===== src/rtl/mem_stage_if.sv =====
// Data-RAM request/ack bus between the memory stage and data memory.
// The master issues ram_en and holds it until the slave returns ram_ack.
interface mem_stage_if #(
  parameter int ADDR_W = 32,
  parameter int DATA_W = 32
);
  logic              ram_en;
  logic [3:0]        ram_write_en;
  logic [ADDR_W-1:0] ram_addr;
  logic [DATA_W-1:0] ram_write_data;
  logic              ram_ack;
  logic [DATA_W-1:0] ram_read_data;

  modport master (
    output ram_en, ram_write_en, ram_addr, ram_write_data,
    input  ram_ack, ram_read_data
  );

  modport slave (
    input  ram_en, ram_write_en, ram_addr, ram_write_data,
    output ram_ack, ram_read_data
  );
endinterface


===== src/rtl/mem_stage.sv =====
// Memory-access stage: passes ALU results through, runs loads/stores on the RAM bus.
// Optional MEM_ALIGN_CHECK_EN adds addr_error and rejects misaligned accesses.
module mem_stage #(
  parameter int ADDR_W = 32,
  parameter int DATA_W = 32
) (
  input  logic              clk,
  input  logic              rst,
  input  logic              in_valid,
  output logic              in_ready,
  input  logic              mem_read_flag,
  input  logic              mem_write_flag,
  input  logic              mem_sign_ext_flag,
  input  logic [3:0]        mem_sel,
  input  logic [DATA_W-1:0] mem_write_data,
  input  logic [DATA_W-1:0] result_in,
  input  logic              write_reg_en_in,
  input  logic [4:0]        write_reg_addr_in,
  mem_stage_if.master       ram,
  output logic              out_valid,
  output logic [DATA_W-1:0] result_out,
  output logic              write_reg_en_out,
`ifdef MEM_ALIGN_CHECK_EN
  output logic              addr_error,
`endif
  output logic [4:0]        write_reg_addr_out
);

  typedef enum logic {IDLE, BUSY} state_e;

  state_e            state_q, state_d;
  logic [DATA_W-1:0] res_q, res_d;
  logic [3:0]        sel_q, sel_d;
  logic [DATA_W-1:0] wdata_q, wdata_d;
  logic              store_q, store_d;
  logic              sext_q, sext_d;
  logic              wen_q, wen_d;
  logic [4:0]        waddr_q, waddr_d;
  logic              ov_q, ov_d;
  logic [DATA_W-1:0] rout_q, rout_d;
  logic              wen_out_q, wen_out_d;
  logic [4:0]        waddr_out_q, waddr_out_d;
  logic              aerr_d;

  logic              is_mem;
  logic              bad;
  logic [DATA_W-1:0] rep_data;
  logic [DATA_W-1:0] ld_val;
  logic [7:0]        ld_b;
  logic [15:0]       ld_h;

  assign is_mem = mem_read_flag | mem_write_flag;

`ifdef MEM_ALIGN_CHECK_EN
  logic       aerr_q;
  logic       legal;
  logic [1:0] low_lane;

  always_comb begin
    legal    = 1'b1;
    low_lane = 2'd0;
    case (mem_sel)
      4'b0001: low_lane = 2'd0;
      4'b0010: low_lane = 2'd1;
      4'b0100: low_lane = 2'd2;
      4'b1000: low_lane = 2'd3;
      4'b0011: low_lane = 2'd0;
      4'b1100: low_lane = 2'd2;
      4'b1111: low_lane = 2'd0;
      default: legal    = 1'b0;
    endcase
  end

  assign bad        = !legal || (low_lane != result_in[1:0]);
  assign addr_error = aerr_q;
`else
  assign bad = (mem_sel == 4'b0000);
`endif

  // Stores drive every lane; the strobes pick the ones that land.
  always_comb begin
    case (mem_sel)
      4'b0001, 4'b0010,
      4'b0100, 4'b1000: rep_data = {4{mem_write_data[7:0]}};
      4'b0011, 4'b1100: rep_data = {2{mem_write_data[15:0]}};
      default:          rep_data = mem_write_data;
    endcase
  end

  always_comb begin
    ld_b = ram.ram_read_data[7:0];
    ld_h = ram.ram_read_data[15:0];
    case (sel_q)
      4'b0010: ld_b = ram.ram_read_data[15:8];
      4'b0100: ld_b = ram.ram_read_data[23:16];
      4'b1000: ld_b = ram.ram_read_data[31:24];
      4'b1100: ld_h = ram.ram_read_data[31:16];
      default: ;
    endcase
    case (sel_q)
      4'b0001, 4'b0010, 4'b0100, 4'b1000:
        ld_val = {{24{sext_q & ld_b[7]}}, ld_b};
      4'b0011, 4'b1100:
        ld_val = {{16{sext_q & ld_h[15]}}, ld_h};
      default:
        ld_val = ram.ram_read_data;
    endcase
  end

  always_comb begin
    state_d     = state_q;
    res_d       = res_q;
    sel_d       = sel_q;
    wdata_d     = wdata_q;
    store_d     = store_q;
    sext_d      = sext_q;
    wen_d       = wen_q;
    waddr_d     = waddr_q;
    ov_d        = 1'b0;
    rout_d      = rout_q;
    wen_out_d   = wen_out_q;
    waddr_out_d = waddr_out_q;
    aerr_d      = 1'b0;
    unique case (state_q)
      IDLE: begin
        if (in_valid) begin
          if (!is_mem) begin
            ov_d        = 1'b1;
            rout_d      = result_in;
            wen_out_d   = write_reg_en_in;
            waddr_out_d = write_reg_addr_in;
          end else if (bad) begin
            ov_d        = 1'b1;
            rout_d      = result_in;
            wen_out_d   = 1'b0;
            waddr_out_d = write_reg_addr_in;
            aerr_d      = 1'b1;
          end else begin
            state_d = BUSY;
            res_d   = result_in;
            sel_d   = mem_sel;
            wdata_d = rep_data;
            store_d = mem_write_flag;
            sext_d  = mem_sign_ext_flag;
            wen_d   = write_reg_en_in;
            waddr_d = write_reg_addr_in;
          end
        end
      end
      BUSY: begin
        if (ram.ram_ack) begin
          state_d     = IDLE;
          ov_d        = 1'b1;
          rout_d      = store_q ? res_q : ld_val;
          wen_out_d   = store_q ? 1'b0 : wen_q;
          waddr_out_d = waddr_q;
        end
      end
    endcase
  end

  always_ff @(posedge clk) begin
    if (rst) begin
      state_q     <= IDLE;
      res_q       <= '0;
      sel_q       <= '0;
      wdata_q     <= '0;
      store_q     <= 1'b0;
      sext_q      <= 1'b0;
      wen_q       <= 1'b0;
      waddr_q     <= '0;
      ov_q        <= 1'b0;
      rout_q      <= '0;
      wen_out_q   <= 1'b0;
      waddr_out_q <= '0;
    end else begin
      state_q     <= state_d;
      res_q       <= res_d;
      sel_q       <= sel_d;
      wdata_q     <= wdata_d;
      store_q     <= store_d;
      sext_q      <= sext_d;
      wen_q       <= wen_d;
      waddr_q     <= waddr_d;
      ov_q        <= ov_d;
      rout_q      <= rout_d;
      wen_out_q   <= wen_out_d;
      waddr_out_q <= waddr_out_d;
    end
  end

`ifdef MEM_ALIGN_CHECK_EN
  always_ff @(posedge clk) begin
    if (rst) aerr_q <= 1'b0;
    else     aerr_q <= aerr_d;
  end
`endif

  wire busy = (state_q == BUSY);

  assign in_ready            = !busy;
  assign ram.ram_en          = busy;
  assign ram.ram_write_en    = (busy && store_q) ? sel_q : 4'b0000;
  assign ram.ram_addr        = {res_q[ADDR_W-1:2], 2'b00};
  assign ram.ram_write_data  = wdata_q;
  assign out_valid           = ov_q;
  assign result_out          = rout_q;
  assign write_reg_en_out    = wen_out_q;
  assign write_reg_addr_out  = waddr_out_q;

endmodule


===== src/flat_wrapper.sv =====
// flat-port wrapper written by rule: the top's interface ports become plain ports
module mem_stage_flat 
#(
  parameter int ADDR_W = 32,
  parameter int DATA_W = 32
)
  (clk, rst, in_valid, in_ready, mem_read_flag, mem_write_flag, mem_sign_ext_flag, mem_sel, mem_write_data, result_in, write_reg_en_in, write_reg_addr_in, out_valid, result_out, write_reg_en_out, write_reg_addr_out, ram_ram_en, ram_ram_write_en, ram_ram_addr, ram_ram_write_data, ram_ram_ack, ram_ram_read_data);
  mem_stage_if #(.ADDR_W(ADDR_W), .DATA_W(DATA_W)) ram_i ();
  input  logic clk;
  input  logic rst;
  input  logic in_valid;
  output logic in_ready;
  input  logic mem_read_flag;
  input  logic mem_write_flag;
  input  logic mem_sign_ext_flag;
  input  logic [3:0] mem_sel;
  input  logic [DATA_W-1:0] mem_write_data;
  input  logic [DATA_W-1:0] result_in;
  input  logic write_reg_en_in;
  input  logic [4:0] write_reg_addr_in;
  output logic out_valid;
  output logic [DATA_W-1:0] result_out;
  output logic write_reg_en_out;
  output logic [4:0] write_reg_addr_out;
  output wire logic [$bits(ram_i.ram_en)-1:0] ram_ram_en;
  output wire logic [$bits(ram_i.ram_write_en)-1:0] ram_ram_write_en;
  output wire logic [$bits(ram_i.ram_addr)-1:0] ram_ram_addr;
  output wire logic [$bits(ram_i.ram_write_data)-1:0] ram_ram_write_data;
  input wire logic [$bits(ram_i.ram_ack)-1:0] ram_ram_ack;
  input wire logic [$bits(ram_i.ram_read_data)-1:0] ram_ram_read_data;
  assign ram_ram_en = ram_i.ram_en;
  assign ram_ram_write_en = ram_i.ram_write_en;
  assign ram_ram_addr = ram_i.ram_addr;
  assign ram_ram_write_data = ram_i.ram_write_data;
  assign ram_i.ram_ack = ram_ram_ack;
  assign ram_i.ram_read_data = ram_ram_read_data;
  mem_stage #(.ADDR_W(ADDR_W), .DATA_W(DATA_W)) u_core (.clk(clk), .rst(rst), .in_valid(in_valid), .in_ready(in_ready), .mem_read_flag(mem_read_flag), .mem_write_flag(mem_write_flag), .mem_sign_ext_flag(mem_sign_ext_flag), .mem_sel(mem_sel), .mem_write_data(mem_write_data), .result_in(result_in), .write_reg_en_in(write_reg_en_in), .write_reg_addr_in(write_reg_addr_in), .ram(ram_i), .out_valid(out_valid), .result_out(result_out), .write_reg_en_out(write_reg_en_out), .write_reg_addr_out(write_reg_addr_out));
endmodule

===== config.mk =====
export PLATFORM = sky130hd
export DESIGN_NAME = mem_stage_flat
export DESIGN_NICKNAME = d
export VERILOG_FILES = /design/src/rtl/mem_stage_if.sv /design/src/rtl/mem_stage.sv /design/src/flat_wrapper.sv
export SDC_FILE = /design/constraint.sdc
export NUM_CORES = 1
export LEC_CHECK = 0
export ABC_AREA = 1
export BUFFER_PORTS_ARGS = -buffer_cell sky130_fd_sc_hd__buf_2
export CORE_ASPECT_RATIO = 1.2
export CORE_MARGIN = 2
export CORE_UTILIZATION = 54
export DETAILED_ROUTE_END_ITERATION = 8
export GPL_ROUTABILITY_DRIVEN = 0
export MAX_ROUTING_LAYER = met4
export PLACE_DENSITY_LB_ADDON = 0.3
export SLEW_MARGIN = 20
export SYNTH_ARGS = -nofsm -noshare
export SYNTH_HDL_FRONTEND = slang
export SYNTH_SLANG_ARGS = --single-unit

===== constraint.sdc =====
create_clock -name clk -period 3.5 [get_ports clk]
set_clock_uncertainty 0.15 [all_clocks]
set_input_delay 0.35 -clock clk [delete_from_list [all_inputs] [get_ports clk]]
set_output_delay 0.35 -clock clk [all_outputs]
set_load 0.005 [all_outputs]

### Word-level counts from Yosys, hierarchy flattened

Cells that the tools add are included.

* register bits: 116

* multiplexer cells: 32
* reduce and logical (&&, ||, !) cells: 9
* bitwise operators: 5
* equality and inequality tests: 15

Operators with widths (count)
* one-hot mux 32 bit (2 select lines): 3
* two-way mux 32 bit: 5
* one-hot mux 8 bit (3 select lines): 1
* two-way mux 5 bit: 4
* equality test 4 x 2 -> 1 bit (second input constant): 4
* equality test 4 bit (second input constant): 4
* two-way mux 16 bit: 1
* two-way mux 1 bit: 13
* one-hot mux 5 bit (2 select lines): 1
* equality test 4 x 1 -> 1 bit (second input constant): 2
* equality test 4 x 3 -> 1 bit (second input constant): 2
* OR reduction 4 bit: 2
* one-hot mux 1 bit (2 select lines): 3
* logical NOT 4 bit: 1
* two-way mux 4 bit: 1
* inequality test 2 bit (second input constant): 2
* AND reduction 4 bit: 1
* OR reduction 2 bit: 2
* inequality test 3 bit (second input constant): 1
* AND reduction 3 bit: 1
* AND 1 bit: 2
* NOT 1 bit: 2
* logical AND 1 bit: 1
* logical NOT 1 bit: 1
* OR 1 bit: 1

### Depth between registers and ports, before layout

Gate-level depths: netlist of run 1.

* depth after elaboration: 7
* depth in mapped cells: 13
* mapped depth without buffers: 11

### Worst setup path before layout of run 1

Ideal clock, no wire load.

* path type: reg2reg
* start point: register u_core.sel_q[2]
* end point: register u_core.rout_q[16] (netlist: u_core.result_out[16])
* library setup time: 0.122 ns
* setup slack: 1.852 ns
* stages on the path, launching flop included: 14
* data required time: 3.228 ns
* arrival time: 1.376 ns
* cells stage by stage: dfxtp_1 > buf_6 > inv_2 > nor2_1 > nand2_1 > nand2_2 > inv_2 > nand2_1 > nand2_2 > nand3_4 > buf_6 > nand3_1 > nand2_1 > a21oi_2

* longest elaborated chain between the ends: 7
* elaborated cells on any way between the ends: 16
* classes of those cells: eq/ne: 6; mux: 6; bitwise: 2; reduce/logical: 2

Ends and longest elaborated chain
* from (decl): RTL line mem_stage.sv:33 `logic [3:0] sel_q, sel_d;`
* from (signal assigned): RTL line mem_stage.sv:179 `sel_q <= sel_d;`
* equality test 4 bit, or another cell as far along: RTL line mem_stage.sv:93, mem_stage.sv:100
* one-hot mux 8 bit (3 select lines) / two-way mux 16 bit (equally long branches): RTL line mem_stage.sv:93 `case (sel_q)`
* AND 1 bit, on equally long branches: RTL line mem_stage.sv:102, mem_stage.sv:104
* one-hot mux 32 bit (2 select lines) (*): RTL line mem_stage.sv:100 `case (sel_q)`
* two-way mux 32 bit (*): RTL line mem_stage.sv:154 `rout_d = store_q ? res_q : ld_val;`
* two-way mux 32 bit (*): RTL line mem_stage.sv:151 `if (ram.ram_ack) begin`
* one-hot mux 32 bit (2 select lines) (*): RTL line mem_stage.sv:124 `unique case (state_q)`
* to (signal assigned): RTL line mem_stage.sv:186 `rout_q <= rout_d;`
* to (decl): RTL line mem_stage.sv:40 `logic [DATA_W-1:0] rout_q, rout_d;`

Every way passes the cells marked *; elsewhere a longest branch is shown, timed or not. The select of a mux whose other input is x is not followed.
A chain may end at the register's enable or synchronous reset.

### Final worst setup path of run 1

* start point: register u_core.state_q (netlist: u_core.ram.ram_en)
* end point: output in_ready

* longest elaborated chain between the ends: 1

Ends and longest elaborated chain
* from (decl): RTL line mem_stage.sv:31 `state_e state_q, state_d;`
* from (signal assigned): RTL line mem_stage.sv:177 `state_q <= state_d;`
* logical NOT 1 bit: RTL line mem_stage.sv:201 `assign in_ready = !busy;`
* to (decl): RTL line flat_wrapper.sv:12 `output logic in_ready;`

Every way passes these cells.

==> results of run 1 <==
==> per-stage QoR <==
step / setup slack, ns / utilization [%] / instance area, sq um / power (mW) / hold slack [ns]
floorplan: 1.85 / - / 6120 / 2.07 / 0.290
global placement: 1.24 / 62.8 / 6930 / 2.32 / 0.304
detailed placement: 1.18 / 62.8 / 6940 / 2.33 / 0.314
CTS: 1.25 / 67.6 / 7460 / 3.86 / 0.0177
global route: 1.15 / 67.6 / 7460 / 4.04 / 0.0346
finish: 1.27 / 67.6 / 7460 / 3.86 / 0.0285
==> layout by cell type (no fill, tap or decap), types with 2 or more instances in the layout <==
cell type   synthesis  final
clkbuf_16           0     17
conb_1              1      2
inv_2               6      5
a31oi_1            13     13
nand2_1           146    146
clkinv_2            0      5
a21oi_2            11     11
nand3_1            53     53
o21a_1              2      2
o21ai_0           108    108
a21oi_1           105    105
buf_2              11    219
dfxtp_1           116    116
clkinvlp_4          0      4
nor2_1             96     96
a211oi_1           31     31
buf_4              34      6
clkinv_4            0      3
inv_1              89     88
nand3_2             7      7
nor2_4              3      3
nand2_2             4      4
==> power groups by stage <==
stage	logic (mW)	registers [mW]	clock network [mW]
after CTS	0.804	1.51	1.55
after detailed placement	0.799	1.54	0
after global routing	0.903	1.52	1.61
after floorplan	0.543	1.53	0
after global placement	0.787	1.53	0
final	0.807	1.51	1.54
==> metal layers <==
layer / track usage, % / up-vias
met5: - / -
met2: 50.0 / 274
met1: 36.3 / 2964
met3: 7.28 / 45
li1: - / 3232
met4: 12.2 / 0
==> worst max-delay path, stage by stage, from the launching register on <==
cell and delay, ns:
dfxtp_1 0.47, inv_4 0.60, buf_2 0.24
==> state kept, by name, indices dropped and copies added, names as in the netlist <==
register                   flops
u_core.out_valid               1
u_core.ram.ram_en              1
u_core.ram.ram_write_data     32
u_core.res_q                  32
u_core.result_out             32
u_core.sel_q                   4
u_core.sext_q                  1
u_core.store_q                 1
u_core.waddr_q                 5
u_core.wen_q                   1
u_core.write_reg_addr_out      5
u_core.write_reg_en_out        1
==> layout make-up <==
cell class              instances  area [sq um]  share of cell area, %
clock buffers                  19           443                   5.93
clock inverters                12          85.1                   1.14
inverters                      95           360                   4.83
multi-input cells             594          2930                   39.2
flip-flops and latches        116          2320                   31.1
well taps                     132           165                   2.21
repair buffers                226          1160                   15.6
==> kinds of logic after synthesis <==
| kind of cell | share of synthesized area (%) |
|---|---|
| AO/OA/AOI/OAI | 25.1 |
| XOR/XNOR | 0.143 |
| buffers and inverters | 14.4 |
| flip-flops | 38.0 |
| other | 0.0613 |
| AND/OR/NAND/NOR | 22.3 |
==> worst min path at each step <==
stage                                    to  cells past startpoint  slack, ns                 start
after global placement      u_core.res_q[0]                      2       0.30       u_core.res_q[0]
after global routing      u_core.waddr_q[1]                      3       0.03  write_reg_addr_in[1]
after CTS                 u_core.waddr_q[4]                      3       0.02  write_reg_addr_in[4]
after detailed placement    u_core.res_q[0]                      2       0.31       u_core.res_q[0]
after floorplan             u_core.res_q[0]                      2       0.29       u_core.res_q[0]
final                     u_core.waddr_q[4]                      3       0.03  write_reg_addr_in[4]
==> impl_metrics.json, run 1 <==
{
  "synth_area_leaders": "dfxtp_1 (38%), nand2_1 (9.0%), o21ai_0 (8.8%)",
  "routed_wl_um": 18400,
  "pwr-share-seq_pct": 39.2,
  "ios": 222,
  "drt-met1-wl_um": 7380,
  "required_ns": 3.00,
  "drtIter0Drc": 314,
  "yosysMostFrequentCell": "nand2_1",
  "relSlewSlack_pct": 36.3,
  "setup.worst_path.end": "in_ready",
  "fin_tns_setup_ns": 0,
  "dpl.hpwl_um": 12800,
  "antenna_found_initial": 0,
  "synthCells": 896,
  "p_int_mw": 2.66,
  "grt_pass1_wl_um": 28900,
  "wl_met3_um": 1380,
  "ys_types": 34,
  "post-cts-setup-buffers": 0,
  "route.top_layer_used": "met4",
  "avgSynthCellArea_sq_um": 6.82,
  "first_pass_iters": 5,
  "end_kind": "output pin",
  "die_h_um": 121,
  "finalNonFillerCells": 1194,
  "synth_top_area_share_pct": 38.0,
  "num_vias": 6515,
  "num_antenna_cells": 0,
  "r2r_cells": 10,
  "combPwrFrac_pct": 20.9,
  "wl_per_cell_um": 15.4,
  "synth-edff-count": 0,
  "dr_wl_met2_um": 9130,
  "grt_setup_unrepaired": "no",
  "drive_gt1_share_pct": 27.7,
  "ant_nets": 0,
  "root_buffer": "clkbuf_16",
  "powerDensity_nw_per_um2": 517,
  "hold_buffers": 0,
  "ys_top_cells_by_count": "nand2_1 (146), dfxtp_1 (116), o21ai_0 (108)",
  "ys_seq_elements": 116,
  "clkLatencyLatePin_ns": 0.41,
  "final_nets": 1163,
  "cts.sinks": 116,
  "numPlacedInstances": 1163,
  "crit_start": "u_core.ram.ram_en",
  "yosys_warnings": 0,
  "synthFlopType": "dfxtp_1",
  "cts.path.max_buffers": 2,
  "status": "completed",
  "async_flop_share_pct": 0,
  "drv_cap": 0,
  "clock.fmax_mhz": 449,
  "clkSlewWorstSetupHoldPaths_ns": 0.06,
  "die_w_um": 101,
  "via_per_inst": 5.46,
  "gr-usage-all-layers_pct": 30.6,
  "fillCellCount": 1060,
  "grt.overflow.total": 0,
  "cts_tree": "done",
  "crit_type": "flip-flop to output pin",
  "die_area_sq_um": 12200,
  "power_leakage_nw": 3.79,
  "rows": 42,
  "h-tree-depth": 4,
  "cts_buffers": 17,
  "worstPathMaxFanout": 72,
  "startpoint_type": "flip-flop",
  "slew_violations": 0,
  "syn-cell-area_sq_um": 6110,
  "post_cts_resized": 0,
  "period_share_pct": 63.6,
  "drc": 0,
  "clkPwrFrac_pct": 39.9,
  "p_switching_mw": 1.20,
  "grt_max_degree": 85,
  "worstMarginPinSlew_ns": 0.956,
  "start_util_pct": 55.4,
  "setup_violations": 0,
  "grt_pass1_vias": 6057,
  "regToRegSetupSlack_ns": 1.36,
  "r2r-start": "u_core.sel_q[2]",
  "hold_path.class": "primary input to flip-flop",
  "portBuffers": 219,
  "irDropWorstVdd_v": 0.000321,
  "ys_seq_area_share_pct": 38.0,
  "syn_to_final_growth_pct": 22.1,
  "p_sw_share_pct": 31.0,
  "worst_ep_arrival_time_ns": 1.73,
  "reg2reg_to": "u_core.result_out[29]",
  "core_area_sq_um": 11000,
  "hold_violations": 0,
  "fin_crit_ns": 2.23,
  "synth_top_area_cell": "dfxtp_1"
}
Power figures use the tool's default switching activity.
==> run 2: changes to the inputs <==
--- a/config.mk
+++ b/config.mk
@@ -5,11 +5,11 @@
 export SDC_FILE = /design/constraint.sdc
 export NUM_CORES = 1
 export LEC_CHECK = 0
-export ABC_AREA = 1
+export ABC_AREA = 0
 export BUFFER_PORTS_ARGS = -buffer_cell sky130_fd_sc_hd__buf_2
 export CORE_ASPECT_RATIO = 1.2
 export CORE_MARGIN = 2
-export CORE_UTILIZATION = 54
+export CORE_UTILIZATION = 50
 export DETAILED_ROUTE_END_ITERATION = 8
 export GPL_ROUTABILITY_DRIVEN = 0
 export MAX_ROUTING_LAYER = met4
==> constraint.sdc (replaced) <==
create_clock -name clk -period 2.2 [get_ports clk]
set_clock_uncertainty 0.15 [all_clocks]
set_input_delay 0.22 -clock clk [delete_from_list [all_inputs] [get_ports clk]]
set_output_delay 0.22 -clock clk [all_outputs]
set_load 0.005 [all_outputs]
==> impl_metrics.json, run 2 <==
{
  "status": "completed",
  "gr-usage-all-layers_pct": 32.5,
  "final_cell_area_sq_um": 8670,
  "yosysMostFrequentCell": "nand2_1",
  "wl_per_cell_um": 17.6,
  "cts.path.max_buffers": 2,
  "ys_top_cells_by_count": "nand2_1 (149), dfxtp_1 (116), a21oi_1 (80)",
  "worstMarginPinSlew_ns": 0.579,
  "clkSlewWorstSetupHoldPaths_ns": 0.06,
  "via_per_inst": 5.68,
  "final.setup.worst_slack_ns": 0.102,
  "synth-edff-count": 0,
  "num_antenna_cells": 0,
  "crit_chain": "buf_4 > nor4b_4 > a21oi_1 > a2bb2oi_4 > o22ai_2 > buf_12 > a2111oi_0",
  "worst_ep_arrival_time_ns": 2.23,
  "power_leakage_nw": 3.86,
  "clkLatencyLatePin_ns": 0.41,
  "drive_gt1_share_pct": 31.6,
  "irDropWorstVdd_v": 0.000468,
  "num_vias": 6666,
  "synthFlopType": "dfxtp_1",
  "numPlacedInstances": 1064,
  "drc": 0,
  "whs_path_depth": 3,
  "fin_crit_ns": 2.10,
  "finalNonFillerCells": 1174,
  "layout_common_cells": "buf_2 (217), nand2_1 (148), dfxtp_1 (115)",
  "end_kind": "flip-flop",
  "fin_total_pwr_mw": 6.73,
  "r2r_cells": 7,
  "grt_setup_unrepaired": "yes",
  "syn_to_final_growth_pct": 45.1,
  "r2r-start": "u_core.sel_q[1]",
  "post-cts-setup-buffers": 0,
  "grt.overflow.total": 0,
  "crit_type": "flip-flop to flip-flop",
  "p_int_mw": 4.88,
  "h-tree-depth": 4,
  "powerDensity_nw_per_um2": 775,
  "min_to": "u_core.ram.ram_write_data[20]",
  "routed_wl_um": 20700,
  "reg2reg_to": "u_core.result_out[16]",
  "rows": 43,
  "hold_violations": 0,
  "ys_seq_area_share_pct": 38.9,
  "cts_tree": "done",
  "yosys_warnings": 0,
  "relSlewSlack_pct": 61.4,
  "required_ns": 2.33,
  "cts.sinks": 116,
  "drtIter0Drc": 501,
  "ys_types": 60,
  "critPathMaxStageDelay_ns": 0.36,
  "synthCells": 739,
  "synth_area_leaders": "dfxtp_1 (39%), nand2_1 (9.4%), a21oi_1 (6.7%)",
  "period_share_pct": 95.4,
  "cts_buffers": 17,
  "synth_top_area_share_pct": 38.9,
  "grt_max_degree": 108,
  "p_sw_share_pct": 27.4,
  "ant_nets": 0,
  "first_pass_iters": 5,
  "die_area_sq_um": 12800,
  "synth_top_area_cell": "dfxtp_1",
  "clock.fmax_mhz": 477,
  "final_nets": 1117,
  "crit_path_top_delay_cell": "dfxtp_1",
  "timing.hold.ws_ns": 0.0142,
  "setup_violations": 0,
  "grt_pass1_wl_um": 32300,
  "clkPwrFrac_pct": 43.6,
  "p_switching_mw": 1.84,
  "async_flop_share_pct": 0,
  "ios": 222,
  "multi_input_area_sq_um": 3180,
  "hold_start": "mem_write_data[20]",
  "ys_seq_elements": 116,
  "post-place-ws_ns": 0.0677,
  "portBuffers": 219,
  "start_util_pct": 51.4,
  "drv_cap": 0,
  "fillCellCount": 870,
  "pwr-share-seq_pct": 35.3,
  "startpoint_type": "flip-flop",
  "core_area_sq_um": 11600,
  "hold_path.class": "primary input to flip-flop",
  "register_area_sq_um": 2320,
  "dpl.hpwl_um": 13700,
  "dpl-instance-area_sq_um": 7190,
  "die_w_um": 104,
  "final_common_cell": "buf_2",
  "worstPathMaxFanout": 16,
  "syn-cell-area_sq_um": 5980,
  "antenna_found_initial": 0,
  "die_h_um": 124,
  "slew_violations": 0,
  "root_buffer": "clkbuf_16",
  "regToRegSetupSlack_ns": 0.10,
  "avgSynthCellArea_sq_um": 8.09,
  "combPwrFrac_pct": 21.1,
  "grt_pass1_vias": 6344
}
run 2: critical path: cells and delay by family, from the launching register on:
kind | cells | cell delay [ns]
buf+inv | 2 | 0.37
simple gates | 1 | 0.29
flops | 1 | 0.36
compound gates | 4 | 0.79
run 2: logic make-up (layout without fill, tap and decap cells):
group                  after synthesis  count (layout)  synth area share, %
AO/OA/AOI/OAI                      228             228                 29.0
XOR/XNOR                             5               5                0.858
buffers and inverters              104             381                 9.02
flip-flops                         116             116                 38.9
multiplexers                        15              15                 2.51
other                                1               2               0.0627
AND/OR/NAND/NOR                    270             270                 19.7
run 2: per-layer routing:
| layer | global-route usage, % | share of wire (%) |
|---|---|---|
| met1 | 36.3 | 38 |
| met2 | 55.3 | 49 |
| met3 | 6.80 | 8.6 |
| met4 | 17.1 | 4.4 |
| met5 | - | 0 |
run 2: worst max path at each step:
stage | startpoint | end | slack (ns) | cells after the start
after floorplan | u_core.sel_q[0] | u_core.result_out[19] | 0.15 | 6
after global placement | mem_sel[0] | u_core.result_out[8] | 0.12 | 9
after detailed placement | u_core.sel_q[3] | u_core.result_out[28] | 0.07 | 7
after CTS | mem_sel[1] | u_core.result_out[23] | 0.03 | 9
after global routing | u_core.sel_q[1] | u_core.result_out[28] | -0.03 | 7
final | u_core.sel_q[1] | u_core.result_out[16] | 0.10 | 7
run 2: cell type report:
cell class	instances	area share, %
clock buffer	20	5.27
clock inverter	12	2.05
inverter	12	0.519
multi-input combinational	520	36.7
sequential	116	26.8
tap	157	2.26
timing repair buffer	337	26.4
run 2: power groups by stage:
stage,clock network (mW),logic [mW],registers [mW]
2_1_floorplan,0,0.756,2.40
3_5_place_dp,0,1.26,2.41
4_1_cts,2.97,1.37,2.37
5_1_grt,3.08,1.53,2.39
3_3_place_gp,0,1.24,2.41
6_report,2.94,1.42,2.37
run 2: stage by stage:
step | setup TNS (ns) | util [%]
3_5_place_dp | 0 | 61.9
3_3_place_gp | 0 | 61.9
5_1_grt | -0.0523 | 74.6
2_1_floorplan | 0 | -
4_1_cts | 0 | 74.1
6_report | 0 | 74.6
run 2: what timing repair did:
| action | in CTS | in global routing |
|---|---|---|
| gates resized for setup | 0 | 15 |
| setup endpoints to repair | 0 | 32 |
| hold buffers | 78 | 0 |
| hold endpoints to repair | 87 | 0 |
==> run 3: changes to the inputs <==
--- a/config.mk
+++ b/config.mk
@@ -9,11 +9,12 @@
 export BUFFER_PORTS_ARGS = -buffer_cell sky130_fd_sc_hd__buf_2
 export CORE_ASPECT_RATIO = 1.2
 export CORE_MARGIN = 2
-export CORE_UTILIZATION = 50
+export CORE_UTILIZATION = 29
 export DETAILED_ROUTE_END_ITERATION = 8
 export GPL_ROUTABILITY_DRIVEN = 0
 export MAX_ROUTING_LAYER = met4
 export PLACE_DENSITY_LB_ADDON = 0.3
+export SETUP_SLACK_MARGIN = 0.4
 export SLEW_MARGIN = 20
 export SYNTH_ARGS = -nofsm -noshare
 export SYNTH_HDL_FRONTEND = slang
==> impl_metrics.json, run 3 (synthesis gave the netlist of run 2 again) <==
{
  "status": "completed",
  "via_per_inst": 5.08,
  "start_util_pct": 29.5,
  "drtIter0Drc": 395,
  "root_buffer": "clkbuf_16",
  "hold_violations": 0,
  "clkSlewWorstSetupHoldPaths_ns": 0.05,
  "cts.sinks": 116,
  "required_ns": 2.37,
  "dpl.hpwl_um": 16200,
  "worst_ep_arrival_time_ns": 2.20,
  "cts_buffers": 17,
  "fin_crit_ns": 2.04,
  "final_nets": 1150,
  "routed_wl_um": 23700,
  "ios": 222,
  "powerDensity_nw_per_um2": 743,
  "final_cell_area_sq_um": 9670,
  "hold_path.class": "primary input to flip-flop",
  "die_h_um": 161,
  "fillCellCount": 1950,
  "grt_setup_unrepaired": "yes",
  "drive_gt1_share_pct": 37.1,
  "timing.hold.ws_ns": 0.0110,
  "core_area_sq_um": 20300,
  "ant_nets": 0,
  "end_kind": "flip-flop",
  "period_share_pct": 92.5,
  "antenna_found_initial": 1,
  "portBuffers": 219,
  "post-place-ws_ns": -0.172,
  "final_common_cell": "buf_2",
  "worstMarginPinSlew_ns": 0.702,
  "startpoint_type": "flip-flop",
  "syn_to_final_growth_pct": 61.7,
  "first_pass_iters": 5,
  "final.setup.worst_slack_ns": 0.164,
  "h-tree-depth": 4,
  "wl_per_cell_um": 18.0,
  "relSlewSlack_pct": 53.2,
  "cts.path.max_buffers": 2,
  "fin_util_pct": 47.7,
  "slew_violations": 0,
  "gr-usage-all-layers_pct": 21.7,
  "num_vias": 6679,
  "grt_pass1_vias": 6635,
  "irDropWorstVdd_v": 0.000522,
  "grt.overflow.total": 0,
  "dpl-instance-area_sq_um": 7430,
  "rows": 57,
  "crit_type": "flip-flop to flip-flop",
  "drv_cap": 0,
  "grt_pass1_wl_um": 36000,
  "layout_common_cells": "buf_2 (218), nand2_1 (148), dfxtp_1 (111)",
  "clock.fmax_mhz": 491,
  "cts_tree": "done",
  "setup_violations": 0,
  "drc": 0,
  "die_w_um": 135,
  "worstPathMaxFanout": 7,
  "fin_tns_setup_ns": 0,
  "clkLatencyLatePin_ns": 0.42,
  "grt_max_degree": 58,
  "power_leakage_nw": 4.17,
  "die_area_sq_um": 21800
}
==> run 3: changes by cell type in the layout (fill, tap and decap cells not counted), moves of 5 or more <==
cell / change
a2111oi_1: -7
a2111oi_4: +10
a221oi_1: -7
a221oi_2: +7
buf_12: +5
buf_4: +14
buf_6: +5
dlygate4sd3_1: +5
o221ai_1: -5
==> run 3: layer usage <==
layer	part of all wire, %	global-route usage, %	wire length, um
met5	0	-	0
met4	2.3	6.44	537
met3	6.0	4.99	1430
met2	50	36.8	11900
met1	42	25.6	9910
==> run 3: path summary, 6_finish.rpt <==
path	cells after the start	slack [ns]	end	startpoint
hold reg to reg	2	0.30	u_core.ram.ram_write_data[4]	u_core.ram.ram_write_data[4]
setup / recovery	7	0.16	u_core.result_out[11]	u_core.sel_q[2]
setup reg to reg	7	0.16	u_core.result_out[11]	u_core.sel_q[2]
hold / removal	3	0.01	u_core.result_out[23]	ram_ram_read_data[23]
==> run 3: what timing repair did <==
| action | CTS | global route |
|---|---|---|
| cloned | 0 | 3 |
| hold buffers | 83 | 0 |
| hold endpoints to repair | 92 | 0 |
| pin swaps | 10 | 8 |
| buffers inserted | 13 | 3 |
| gates resized for setup | 56 | 40 |
| setup endpoints to repair | 34 | 61 |
==> run 3: metrics by stage <==
stage / total power [mW] / std cells
floorplan: 3.18 / 740
global placement: 3.73 / 1181
detailed placement: 3.74 / 1181
CTS: 7.09 / 1309
global route: 7.47 / 1316
finish: 7.18 / 1316
==> run 3: layout make-up <==
class / count / area [sq um] / area share (%)
clock buffers: 25 / 515 / 5.33
well taps: 265 / 332 / 3.43
clock inverters: 7 / 141 / 1.46
multi-input cells: 520 / 3590 / 37.1
flip-flops and latches: 116 / 2340 / 24.2
inverters: 12 / 61.3 / 0.634
repair buffers: 370 / 2690 / 27.8
diodes: 1 / 2.50 / 0.0259
==> run 3: report_power, final <==
part	internal [mW]	switching, mW	leakage (nW)	total [mW]
clock network	2.08	1.01	0.320	3.09
registers	2.27	0.0982	0.956	2.37
logic	0.827	0.896	2.90	1.72
==> run 3: critical path, cell delays in order, from the launching register on <==
cell and delay [ns]:
dfxtp_4 0.36, buf_12 0.13, or4_4 0.48, a2bb2oi_4 0.18, buf_6 0.13, a211oi_4 0.05, buf_6 0.16, a2111oi_4 0.29
